### src/rtl/reg_file_param.sv
// ---------------------------------------------------------------------------
// reg_file_param
//
// Parameterised register file with two registered read ports, one write port
// and a per-register busy scoreboard.  A producer reserves a destination with
// rsv/rsv_addr (sets its busy bit).  The write that later delivers the data
// (load/c_addr) clears that bit again.  Register 0 can optionally be tied to
// constant zero.  Same-cycle write-to-read forwarding is selectable.
//
// Parameters
//   DATA_W   register / data width (1..64)
//   ADDR_W   address width, DEPTH = 2**ADDR_W registers (1..6)
//   ZERO_R0  1: register 0 reads as zero, ignores writes/reserves, never busy
//   BYPASS   1: a write in the same cycle as a read of that address is
//               forwarded to the read output; 0: the old value is returned
//
// Ports
//   clk                rising-edge clock
//   clear              synchronous active-high reset, wins over load/rsv
//   a_addr, b_addr     read addresses, sampled on the edge
//   a_out, b_out       registered read data (1 cycle latency)
//   a_busy, b_busy     registered busy flag of a_addr/b_addr (post-update)
//   c_addr, c_data     write address / data
//   load               write enable; also releases busy[c_addr]
//   rsv, rsv_addr      reserve strobe / address; sets busy[rsv_addr]
//   m_state            debug register select
//   m_data             combinational {r[m_state], r[m_state+1 wrapped]}
// ---------------------------------------------------------------------------
module reg_file_param #(
    parameter int unsigned DATA_W  = 16,
    parameter int unsigned ADDR_W  = 4,
    parameter bit          ZERO_R0 = 1'b0,
    parameter bit          BYPASS  = 1'b1
) (
    input  logic                clk,
    input  logic                clear,
    input  logic [ADDR_W-1:0]   a_addr,
    input  logic [ADDR_W-1:0]   b_addr,
    output logic [DATA_W-1:0]   a_out,
    output logic [DATA_W-1:0]   b_out,
    output logic                a_busy,
    output logic                b_busy,
    input  logic [ADDR_W-1:0]   c_addr,
    input  logic [DATA_W-1:0]   c_data,
    input  logic                load,
    input  logic                rsv,
    input  logic [ADDR_W-1:0]   rsv_addr,
    input  logic [ADDR_W-1:0]   m_state,
    output logic [2*DATA_W-1:0] m_data
);

    localparam int unsigned DEPTH = 1 << ADDR_W;

    // -----------------------------------------------------------------------
    // Storage.  Two independent read ports plus the two-entry debug view need
    // simultaneous random access, so the file lives in flops.
    // -----------------------------------------------------------------------
    logic [DATA_W-1:0] regs_q [DEPTH];
    logic [DATA_W-1:0] regs_d [DEPTH];
    logic [DEPTH-1:0]  busy_q;
    logic [DEPTH-1:0]  busy_d;

    logic [DATA_W-1:0] a_out_q, a_out_d;
    logic [DATA_W-1:0] b_out_q, b_out_d;
    logic              a_busy_q, a_busy_d;
    logic              b_busy_q, b_busy_d;

    // -----------------------------------------------------------------------
    // Effective write / reserve strobes.  With a hard-wired zero register the
    // address-0 requests are dropped here, so nothing downstream (storage,
    // scoreboard or forwarding path) ever sees them.
    // -----------------------------------------------------------------------
    logic wr_en;
    logic rsv_en;
    logic c_is_r0;
    logic rsv_is_r0;

    assign c_is_r0   = (c_addr == '0);
    assign rsv_is_r0 = (rsv_addr == '0);
    assign wr_en     = load & ~(ZERO_R0 & c_is_r0);
    assign rsv_en    = rsv & ~(ZERO_R0 & rsv_is_r0);

    // -----------------------------------------------------------------------
    // Per-register next state
    // -----------------------------------------------------------------------
    genvar gi;
    generate
        for (gi = 0; gi < DEPTH; gi++) begin : g_reg
            localparam logic [ADDR_W-1:0] IDX = ADDR_W'(gi);

            if (ZERO_R0 && (gi == 0)) begin : g_zero
                assign regs_d[gi] = '0;
                assign busy_d[gi] = 1'b0;
            end else begin : g_norm
                logic wr_hit;
                logic rsv_hit;

                assign wr_hit     = wr_en & (c_addr == IDX);
                assign rsv_hit    = rsv_en & (rsv_addr == IDX);
                assign regs_d[gi] = wr_hit ? c_data : regs_q[gi];
                // A reserve and a release on the same register in one cycle
                // leave it busy: the new producer is still outstanding.
                assign busy_d[gi] = rsv_hit | (busy_q[gi] & ~wr_hit);
            end

            always_ff @(posedge clk) begin
                if (clear) begin
                    regs_q[gi] <= '0;
                    busy_q[gi] <= 1'b0;
                end else begin
                    regs_q[gi] <= regs_d[gi];
                    busy_q[gi] <= busy_d[gi];
                end
            end
        end
    endgenerate

    // -----------------------------------------------------------------------
    // Read ports.  Data either comes from the stored value or, when enabled,
    // from the write in flight.  Busy always reflects the post-update
    // scoreboard regardless of forwarding, so a reserve issued this cycle is
    // already visible on the flag next cycle.
    // -----------------------------------------------------------------------
    logic a_fwd;
    logic b_fwd;

    assign a_fwd = BYPASS & wr_en & (c_addr == a_addr);
    assign b_fwd = BYPASS & wr_en & (c_addr == b_addr);

    always_comb begin
        a_out_d  = regs_q[a_addr];
        b_out_d  = regs_q[b_addr];
        if (a_fwd) begin
            a_out_d = c_data;
        end
        if (b_fwd) begin
            b_out_d = c_data;
        end
        // Redundant with regs_q[0] being held at zero, but keeps the zero
        // register exact even if storage is ever retimed or initialised.
        if (ZERO_R0 && (a_addr == '0)) begin
            a_out_d = '0;
        end
        if (ZERO_R0 && (b_addr == '0)) begin
            b_out_d = '0;
        end
        a_busy_d = busy_d[a_addr];
        b_busy_d = busy_d[b_addr];
    end

    always_ff @(posedge clk) begin
        if (clear) begin
            a_out_q  <= '0;
            b_out_q  <= '0;
            a_busy_q <= 1'b0;
            b_busy_q <= 1'b0;
        end else begin
            a_out_q  <= a_out_d;
            b_out_q  <= b_out_d;
            a_busy_q <= a_busy_d;
            b_busy_q <= b_busy_d;
        end
    end

    assign a_out  = a_out_q;
    assign b_out  = b_out_q;
    assign a_busy = a_busy_q;
    assign b_busy = b_busy_q;

    // -----------------------------------------------------------------------
    // Debug view: straight from storage, no forwarding.  The successor index
    // wraps naturally through ADDR_W-bit arithmetic.
    // -----------------------------------------------------------------------
    logic [ADDR_W-1:0] m_next;
    logic [DATA_W-1:0] m_hi;
    logic [DATA_W-1:0] m_lo;

    assign m_next = m_state + ADDR_W'(1);

    always_comb begin
        m_hi = regs_q[m_state];
        m_lo = regs_q[m_next];
        if (ZERO_R0 && (m_state == '0)) begin
            m_hi = '0;
        end
        if (ZERO_R0 && (m_next == '0)) begin
            m_lo = '0;
        end
    end

    assign m_data = {m_hi, m_lo};

endmodule

### config.mk
export PLATFORM = sky130hd
export DESIGN_NAME = reg_file_param
export DESIGN_NICKNAME = d
export VERILOG_FILES = /design/src/rtl/reg_file_param.sv
export SDC_FILE = /design/constraint.sdc
export NUM_CORES = 1
export LEC_CHECK = 0
export ABC_CLOCK_PERIOD_IN_PS = 1800
export BUFFER_PORTS_ARGS = -buffer_cell sky130_fd_sc_hd__buf_4
export CAP_MARGIN = 15
export CORE_MARGIN = 2
export CORE_UTILIZATION = 39
export CTS_CLUSTER_DIAMETER = 40
export DETAILED_ROUTE_END_ITERATION = 8
export PLACE_DENSITY = 0.57
export SYNTH_ARGS = -nofsm -noshare
export SYNTH_HDL_FRONTEND = slang
export SYNTH_SLANG_ARGS = --single-unit
### constraint.sdc
create_clock -name clk -period 1.8 [get_ports clk]
set_clock_uncertainty 0.05 [all_clocks]
set_input_delay 0 -clock clk [delete_from_list [all_inputs] [get_ports clk]]
set_output_delay 0 -clock clk [all_outputs]
set_load 0.02 [all_outputs]
# Yosys cells after proc, flatten, opt, wreduce, memory -nomap -nowiden
# Memories as Yosys holds them, arrays and structs flattened.
# Index checks and enable logic that the tools add are counted.
# op_classes
n_addsub	1
n_lt_le_gt_ge	2
eq_ne	48
muxes	41
n_bitwise	98
reduce_logical	18
# op_table
cell	count
two-way mux 16 bit	34
equality test 4 bit, second input constant	16
bitwise AND 1 bit	50
equality test 4 x 3 -> 1 bit, second input constant	8
OR 1 bit	32
AND reduction 2 bit	16
equality test 4 x 2 -> 1 bit, second input constant	4
inequality test 1 bit, second input constant	16
NOT 1 bit	16
< comparator 4 x 5 -> 1 bit, second input constant	2
binary-select mux 1 bit (select 4 bit)	2
equality test 4 x 1 -> 1 bit, second input constant	2
equality test 4 bit	2
zero test 4 bit	2
two-way mux 1 bit	5
adder 4 x 1 -> 4 bit, second input constant	1
# totals
reg_bits	50
ramBits	256
input_bits	40
out_inout_bits	66
mem_count	1
# mem_list
name	words	width	read_ports	rd_ports_with_merged_regs	write_ports	line	rtl
regs_q	16	16	4	0	16	58	logic [DATA_W-1:0] regs_q [DEPTH];

# Longest topological paths before layout
# Gate-level depths: netlist of run 1.
# depth
word_depth	7
mapped_depth	8

# Least setup slack after synthesis of run 1
# Ideal clock, no wire load.
# synth_timing
path_kind	input -> register
startpoint	in a_addr[1]
endpoint	reg a_out_q[12] (netlist: a_out[12])
setup_time_ns	0.117
arrival_time_ns	1.693
t_required_ns	1.633
slack_ns	-0.060
cell_stages	5
n_path_buf	2
path_cell_list	buf_2 -> buf_1 -> mux4_2 -> mux4_2 -> a22o_1
# synth_via
elab_chain_len	3
word_cells_on_any_way	4
# synth_rtl
item	line	rtl
from (decl)	37	input logic [ADDR_W-1:0] a_addr,
branches (longest 2 deep; another with memory (16 x 16 bit))	n/a	
two-way mux 16 bit (*)	133	if (a_fwd) begin
to (signal assigned)	158	a_out_q <= a_out_d;
to (decl)	63	logic [DATA_W-1:0] a_out_q, a_out_d;
# Mark *: on every way between the ends.
# A chain may end at the register's enable or synchronous reset.

==> results of run 1 <==
-- final cells by class --
type | instances | area share
Multi-Input combinational cell | 813 | 0.4090
Sequential cell | 306 | 0.3391
Timing Repair Buffer | 356 | 0.1407
Clock buffer | 61 | 0.05665
Tap cell | 672 | 0.03282
Clock inverter | 43 | 0.02173
-- power by group --
part | total (mW) | switching (mW) | internal, mW
sequential | 8.55 | 0.399 | 8.15
combinational | 4.59 | 2.11 | 2.48
clock | 11.3 | 4.04 | 7.25
total | 24.4 | 6.55 | 17.9
-- state kept, by name, indices dropped and copies added, names as in the netlist --
| register | flops |
|---|---|
| regs_q | 256 |
| a_busy | 1 |
| a_out | 16 |
| b_out | 16 |
| b_busy | 1 |
| busy_q | 16 |
-- cell families (layout without fill, tap and decap cells) --
| family | after synthesis | after routing | share of synthesized area |
|---|---|---|---|
| XOR/XNOR | 10 | 10 | 0.004434 |
| multiplexers | 322 | 322 | 0.3671 |
| adder cells (fa/ha/maj) | 1 | 1 | 0.0006333 |
| buffers and inverters | 127 | 460 | 0.03306 |
| AND/OR/NAND/NOR | 400 | 400 | 0.1235 |
| flip-flops | 306 | 306 | 0.4398 |
| AO/OA/AOI/OAI | 80 | 80 | 0.03148 |
-- metrics by stage --
| stage | setup TNS, ns | power, mW | setup slack, ns | cell area, um^2 | util |
|---|---|---|---|---|---|
| 6_report | -18.00 | 24.43 | -0.6040 | 25620 | 0.5117 |
| 2_1_floorplan | 0 | 11.17 | 0.002177 | 19780 | - |
| 3_3_place_gp | -5.279 | 12.96 | -0.1784 | 22810 | 0.4556 |
| 4_1_cts | -17.91 | 24.46 | -0.6138 | 25400 | 0.5073 |
| 5_1_grt | -20.45 | 25.08 | -0.6578 | 25620 | 0.5117 |
| 3_5_place_dp | -5.321 | 12.99 | -0.1698 | 22810 | 0.4556 |
-- worst max-delay path, stage by stage (launching register included) --
cell and delay [ns]:
edfxtp_1 0.44, buf_6 0.15, mux4_2 0.45, mux4_2 0.55
buf_6 0.16
-- final timing paths --
check / cells after the start / slack [ns] / end
hold reg to reg: 2 / 0.44 / busy_q[8]$_SDFF_PP0_
hold / removal: 6 / -0.01 / busy_q[3]$_SDFF_PP0_
setup reg to reg: 4 / -0.15 / b_out[11]$_SDFF_PP0_
setup / recovery: 4 / -0.60 / m_data[15]
-- cells in the final DEF (no fill, tap or decap), types with 7 or more instances in the layout --
cell and instances:
buf_6 54, a21oi_1 8, nor2b_1 21, and2_1 256, inv_8 9, clkbuf_16 57, mux4_2 322, nor2_1 29
buf_12 52, edfxtp_1 256, nand3_1 10, a22o_1 34, nand2b_1 11, buf_4 219, nand2_1 23, clkinvlp_4 7
dlygate4sd3_1 31, bufinv_16 9, dfxtp_1 50
-- layer usage --
metal  GRT usage  vias to the layer above
li1            -                     5720
met1      0.3612                     7236
met2      0.4265                      902
met3     0.05491                      154
met4      0.1071                        0
met5           0                        -
-- timing repair --
action / in CTS / in global routing
hold buffers: 32 / 1
pin swaps: 16 / 11
hold endpoints to repair: 306 / 2
buffers inserted: 21 / 23
setup endpoints to repair: 46 / 66
gates resized for setup: 35 / 25
==> metrics.txt, run 1 <==
Port Buf Inserts 105; grt ovf 0; Clock Tree Root clkbuf_16; Skew-Pair Late Insertion Delay 0.60 ns; Die H 229.1 um; outcome finished with violations; first-pass GRT wire length 100600 um; post-synthesis cell area 19760 um^2; crit path max fanout 2; Tcrit/Tclk final 1.336; core box area 50070 um^2; Avg WL per Cell 30.80 um; FF+latch area 8688 um^2; syn avg cell area 15.85 um^2; die width 229.1 um; Total GRT Usage 0.2678; post-layout min period 2.404 ns; Setup crit start regs_q[1][15]$_SDFFCE_PN0P_; Vias 14010; worst slew pin tran 0.5522 ns; Post-synth top flop edfxtp_1; boundary pin count 106; Max Cap Violations 0; warnings from Yosys 0; final worst setup slack -0.6040 ns; reg2reg start regs_q[2][11]$_SDFFCE_PN0P_; highest clock rate 416.0 MHz; HP Start rsv_addr[3]; RSZ-0062 raised after global routing yes; number of unique standard cell types used by synthesis 59; met3 wire len 6791 um; Placer Congestion 0.8651; P_leak 9.198 nW; Setup crit end kind output port; leading area contributor after synthesis edfxtp_1; share of the synthesized area in the top cell type 0.3891; largest net degree at the start of global routing 54; ranking of synthesized cells by area edfxtp_1, mux4_2, and2_1; Crit Path Class reg -> out; Routed Wire Length 69330 um; CTS sink count 306; FFs w/ async S/R, synth 0; DRC 0; FF+latch count, synth 306; Worst Hold Class in -> reg; antenna cells 0; Worst-path clk slew 0.05 ns; register area share after synthesis 0.4398; area of the multi-input gates 10480 um^2; met1 WL 26610 um; arrival time at the worst endpoint 2.35 ns; H-tree depth 2; layout cell share with drive strength beyond 1 0.4902; Initial Util 0.3946; Final #Nets 1574; ANT nets after route 0; metal2 WL 33180 um; initial antenna violation count 3; peak supply drop 0.0007271 V; Area Overhead vs Synth 29.69%; Initial DRT Pass Iterations 5; hpwl dp 43310 um; crit start category flop; CTS Buffer Depth 3; pwr/cell area 953.6 nW/um^2; most common cell in the netlist mux4_2; CP required 1.75 ns; hold_ws -0.01019 ns; final hold vios 1; die area 52470 um^2; failing checks negative hold slack, negative setup slack; Setup Viol. Count Final 62; Layout fillers 4248; total CTS buffers 56; Synth Net Count 1287; final std cells w/o fill 2251; TritonCTS clock tree built; number of synthesized flops with an enable pin 256; vias in the first global route 14190; vias per inst 6.225; Highest Signal Layer met4; cells after synthesis 1246; # placed instances 2081; row count 82; Commonest cells post-synth mux4_2, and2_1, edfxtp_1, clkbuf_1, dfxtp_1; Rel. slew slack 0.6311; Starting DRT DRC Count 1510; Final Slew Violations 0
No activity file was read; power rests on OpenSTA's default activity.
==> run 2, diff against run 1 <==
--- a/config.mk
+++ b/config.mk
@@ -5,14 +5,14 @@
 export SDC_FILE = /design/constraint.sdc
 export NUM_CORES = 1
 export LEC_CHECK = 0
-export ABC_CLOCK_PERIOD_IN_PS = 1800
+export ABC_CLOCK_PERIOD_IN_PS = 2900
 export BUFFER_PORTS_ARGS = -buffer_cell sky130_fd_sc_hd__buf_4
 export CAP_MARGIN = 15
 export CORE_MARGIN = 2
 export CORE_UTILIZATION = 39
 export CTS_CLUSTER_DIAMETER = 40
 export DETAILED_ROUTE_END_ITERATION = 8
-export PLACE_DENSITY = 0.57
+export PLACE_DENSITY = 0.55
 export SYNTH_ARGS = -nofsm -noshare
 export SYNTH_HDL_FRONTEND = slang
 export SYNTH_SLANG_ARGS = --single-unit
==> constraint.sdc (replaced) <==
create_clock -name clk -period 2.9 [get_ports clk]
set_clock_uncertainty 0.05 [all_clocks]
set_input_delay 0 -clock clk [delete_from_list [all_inputs] [get_ports clk]]
set_output_delay 0 -clock clk [all_outputs]
set_load 0.02 [all_outputs]
==> run 2 against run 1 <==
Effect of this change: the flow now finishes without violations; cell count is 5.7% lower; count of clock-buffer cells in the layout is 3 higher; via count decreased by 2.7%; die area stayed put; power shrank 39%; largest cell class unchanged.
==> metrics.txt, run 2 (synthesized netlist as in run 1, its figures left out) <==
Worst Hold Class in -> reg; largest net degree at the start of global routing 66; Resized cells post-CTS 0; crit start category primary input; RSZ-0062 raised after global routing no; Vias 13630; H-tree depth 2; Area Overhead vs Synth 21.20%; Setup Viol. Count Final 0; Routed Wire Length 68830 um; Port Buf Inserts 105; CP max stage cell nor2_1; Placer Congestion 0.8359; core box area 50070 um^2; pwr/cell area 622.8 nW/um^2; Crit Path Class in -> reg; Final Slew Violations 0; clock share of power 0.474; Clock Tree Root clkbuf_16; total CTS buffers 60; Fin Setup TNS 0 ns; P_leak 8.327 nW; Setup crit end kind flop; ANT nets after route 0; total power 14.91 mW; CTS Buffer Depth 3; Largest register FFs 256; vias per inst 6.425; switching part of the total 0.2784; outcome complete, no violations; boundary pin count 106; TritonCTS clock tree built; crit path max fanout 9; Post-CTS Setup Repair Bufs 0; Tcrit/Tclk final 0.9251; Die H 229.1 um; Worst-path clk slew 0.05 ns; CP required 3.32 ns; highest clock rate 372.8 MHz; grt ovf 0; first-pass GRT wire length 98450 um; row count 82; commonest non-fill, non-tap cell in the layout mux4_2; Avg WL per Cell 32.44 um; Most flops, register regs_q; arrival time at the worst endpoint 3.11 ns; DRC 0; Initial Util 0.3946; die area 52470 um^2; hpwl dp 41570 um; post-layout min period 2.683 ns; die width 229.1 um; Reg2Reg Depth 3; Skew-Pair Late Insertion Delay 0.62 ns; final hold vios 0; CP cell instances dlygate4sd3_1 -> buf_4 -> nor3b_4 -> dlygate4sd3_1 -> nand3_1 -> nor2_1 -> buf_4 -> and2_1; hold endpoint b_busy$_SDFF_PP0_; NetSw 4.153 mW; reg2reg start regs_q[15][13]$_SDFFCE_PN0P_; Total GRT Usage 0.2634; Post-Route Utilization 0.4782; combinational share of power 0.169; CP peak stage delay 0.84 ns; peak supply drop 0.0004369 V; Final #Nets 1435; CTS Hold Buffers Added 36; layout cell share with drive strength beyond 1 0.4378; Rel. slew slack 0.2248; HP Start b_addr[3]; Int Pwr 10.76 mW; R2R Setup Slk 0.97 ns; worst slew pin tran 1.159 ns; commonest non-fill, non-tap cells in the layout mux4_2, and2_1, edfxtp_1; Starting DRT DRC Count 1916; worst reg2reg path endpoint b_out[13]$_SDFF_PP0_; Hold Path Stages 5; CTS sink count 306; Initial DRT Pass Iterations 6; Seq pwr share 0.356; vias in the first global route 13650; initial antenna violation count 5; Max Cap Violations 0
==> run 2: final cells by class <==
| class | instances | area [um^2] |
|---|---|---|
| Antenna cell | 4 | 10.01 |
| Clock buffer | 64 | 1548 |
| Clock inverter | 50 | 520.5 |
| Fill cell | 4413 | 26120 |
| Multi-Input combinational cell | 813 | 10460 |
| Sequential cell | 306 | 8688 |
| Tap cell | 672 | 840.8 |
| Timing Repair Buffer | 213 | 1876 |
==> run 2: layer usage <==
| metal | vias up | routed length (um) | GRT usage |
|---|---|---|---|
| li1 | 5451 | - | - |
| met1 | 7064 | 26720 | 0.3592 |
| met2 | 966 | 32220 | 0.4082 |
| met3 | 153 | 7391 | 0.06350 |
| met4 | 0 | 2495 | 0.1045 |
| met5 | - | 0 | 0 |
==> run 2: metrics by stage <==
step / hold WS (ns) / worst slack [ns] / cells / instance area (um^2)
floorplan: 0.09770 / 1.040 / 1246 / 19760
global placement: 0.2680 / 0.5453 / 1966 / 21480
detailed placement: 0.2671 / 0.5583 / 1968 / 21510
CTS: 0.02683 / 0.2942 / 2118 / 23930
global route: 0.09272 / 0.2131 / 2118 / 23930
finish: 0.07184 / 0.2173 / 2122 / 23940
==> run 2: worst max-delay path, delay by kind of cell <==
kind          cells  cell delay [ns]
buf+inv           4             1.75
simple gates      4             1.35
==> run 2: worst max-delay path by stage <==
stage	start	to	slack [ns]	depth (start not counted)
final	c_addr[3]	regs_q[3][8]$_SDFFCE_PN0P_	0.22	8
after global routing	c_addr[3]	regs_q[3][9]$_SDFFCE_PN0P_	0.21	8
after CTS	c_addr[3]	regs_q[3][8]$_SDFFCE_PN0P_	0.29	8
after detailed placement	b_addr[1]	b_out[9]$_SDFF_PP0_	0.56	5
after global placement	c_addr[3]	regs_q[5][11]$_SDFFCE_PN0P_	0.55	6
after floorplan	a_addr[1]	a_out[12]$_SDFF_PP0_	1.04	5
==> run 2: power groups by stage <==
stage                     sequential, mW  clock, mW  combinational, mW
after floorplan                     5.35          0               1.58
after CTS                           5.30       7.17               2.53
after detailed placement            5.39          0               2.49
after global placement              5.38          0               2.49
after global routing                5.34       7.35               2.63
final                               5.31       7.07               2.53
==> run 3, diff against run 2 <==
==> config.mk (replaced) <==
export PLATFORM = sky130hd
export DESIGN_NAME = reg_file_param
export DESIGN_NICKNAME = d
export VERILOG_FILES = /design/src/rtl/reg_file_param.sv
export SDC_FILE = /design/constraint.sdc
export NUM_CORES = 1
export LEC_CHECK = 0
export ABC_CLOCK_PERIOD_IN_PS = 2300
export BUFFER_PORTS_ARGS = -buffer_cell sky130_fd_sc_hd__buf_4
export CAP_MARGIN = 15
export CORE_UTILIZATION = 39
export CTS_CLUSTER_DIAMETER = 40
export DETAILED_ROUTE_END_ITERATION = 8
export PLACE_DENSITY = 0.57
export SLEW_MARGIN = 20
export SYNTH_ARGS = -nofsm -noshare
export SYNTH_HDL_FRONTEND = slang
export SYNTH_SLANG_ARGS = --single-unit
==> constraint.sdc (replaced) <==
create_clock -name clk -period 2.3 [get_ports clk]
set_clock_uncertainty 0.05 [all_clocks]
set_input_delay 0 -clock clk [delete_from_list [all_inputs] [get_ports clk]]
set_output_delay 0 -clock clk [all_outputs]
set_load 0.02 [all_outputs]
==> run 3 against run 2 <==
Effect of this change: the flow now finishes with violations (negative setup slack); first-iteration DRC count decreased by 14%; sequential share of layout area decreased by 0.79 points; global-route usage increased by 0.66 points; wire length decreased by 1.5%; count of clock-buffer cells in the layout decreased by 5; worst setup slack got worse by 0.25 ns; combinational power increased by 33%; flip-flop and latch count unchanged.
==> metrics.txt, run 3 (synthesized netlist as in run 1, its figures left out) <==
outcome finished with violations; failing checks negative setup slack; Routed Wire Length 67790 um; Die H 227.1 um; Fin Setup TNS -0.06116 ns; Initial Util 0.3946; Layout fillers 4320; Skew-Pair Late Insertion Delay 0.61 ns; layout cell share with drive strength beyond 1 0.4515; hold_ws 0.07935 ns; vias per inst 6.387; CP required 2.25 ns; initial antenna violation count 5; Area Overhead vs Synth 23.89%; # placed instances 1998; CTS Buffer Depth 3; pwr/cell area 762.8 nW/um^2; arrival time at the worst endpoint 2.28 ns; highest clock rate 428.7 MHz; Max Cap Violations 0; RSZ-0062 raised after global routing yes; Largest register FFs 256; Setup crit end kind output port; ANT nets after route 0; largest net degree at the start of global routing 37; HP Start b_addr[3]; peak supply drop 0.0005116 V; Most flops, register regs_q; H-tree depth 2; Placer Congestion 0.8771; boundary pin count 106; FF+latch area 8688 um^2; crit start category flop; Initial DRT Pass Iterations 5; commonest non-fill, non-tap cell in the layout mux4_2; crit path max fanout 3; Rel. slew slack 0.4514; Port Buf Inserts 105; Reg2Reg Depth 5; Worst Hold Class in -> reg; final std cells w/o fill 2168; Tcrit/Tclk final 1.014; Worst-path clk slew 0.06 ns; TritonCTS clock tree built; first-pass GRT wire length 97480 um; area of the multi-input gates 10460 um^2; final worst setup slack -0.03285 ns; Avg WL per Cell 31.27 um; Clock Tree Root clkbuf_16; commonest non-fill, non-tap cells in the layout mux4_2, and2_1, edfxtp_1; P_leak 8.607 nW; Final Slew Violations 0; post-layout min period 2.333 ns; hold endpoint b_busy$_SDFF_PP0_; worst slew pin tran 0.8212 ns; vias in the first global route 13950; Vias 13850; DRC 0; reg2reg start regs_q[13][7]$_SDFFCE_PN0P_; row count 82; Starting DRT DRC Count 1655; worst reg2reg path endpoint b_out[7]$_SDFF_PP0_; hpwl dp 42600 um; Crit Path Class reg -> out; Hold Path Stages 5; total CTS buffers 55; core box area 50070 um^2; R2R Setup Slk 0.21 ns; Total GRT Usage 0.2700; Setup Viol. Count Final 3; Final #Nets 1489; grt ovf 0; final hold vios 0; die width 227.1 um; CTS sink count 306; die area 51560 um^2
run 3: where the power goes:
part,internal (mW),switching [mW],total (mW)
Clock,5.49,3.11,8.60
Sequential,6.38,0.314,6.69
Combinational,1.77,1.61,3.37
Total,13.6,5.03,18.7
run 3: cell type report:
| cell class | count | share of cell area |
|---|---|---|
| multi-input cells | 813 | 0.4272 |
| flip-flops and latches | 306 | 0.3550 |
| repair buffers | 272 | 0.1036 |
| clock buffers | 59 | 0.05726 |
| well taps | 672 | 0.03435 |
| clock inverters | 45 | 0.02244 |
| diodes | 1 | 0.0001022 |
run 3: metal layers:
metal  track usage  up-vias  share of wire
li1              -     5535              -
met1        0.3520     7252           0.37
met2        0.4240      911           0.48
met3       0.07899      148           0.11
met4        0.1095        2          0.036
met5             0        -        0.00015
run 3: worst max-delay path, stage by stage (launching register included):
cell and delay, ns:
edfxtp_1 0.44, mux4_2 0.52, mux4_2 0.55, buf_6 0.16
run 3: how the worst max path moves through the flow:
| stage | cells past startpoint | endpoint | from |
|---|---|---|---|
| final | 3 | m_data[31] | regs_q[9][15]$_SDFFCE_PN0P_ |
| after global routing | 3 | m_data[31] | regs_q[11][15]$_SDFFCE_PN0P_ |
| after CTS | 3 | m_data[15] | regs_q[2][15]$_SDFFCE_PN0P_ |
| after detailed placement | 5 | b_out[7]$_SDFF_PP0_ | b_addr[1] |
| after global placement | 6 | a_out[3]$_SDFF_PP0_ | a_addr[0] |
| after floorplan | 5 | a_out[12]$_SDFF_PP0_ | a_addr[1] |
run 3: through the flow:
step / total power [mW] / utilization / worst slack, ns / cell area [um^2]
after floorplan: 8.736 / - / 0.4403 / 19760
after global placement: 9.958 / 0.4364 / 0.2353 / 21850
after detailed placement: 9.990 / 0.4364 / 0.2448 / 21850
after CTS: 18.71 / 0.4864 / -0.02034 / 24350
after global routing: 19.18 / 0.4888 / -0.04772 / 24470
final: 18.67 / 0.4888 / -0.03285 / 24470
run 3: repair_timing:
item | 4_1_cts | 5_1_grt
hold endpoints to repair | 306 | 0
buffers inserted | 16 | 11
gates resized for setup | 13 | 10
endpoints found under the setup margin | 14 | 25
hold buffers | 38 | 0
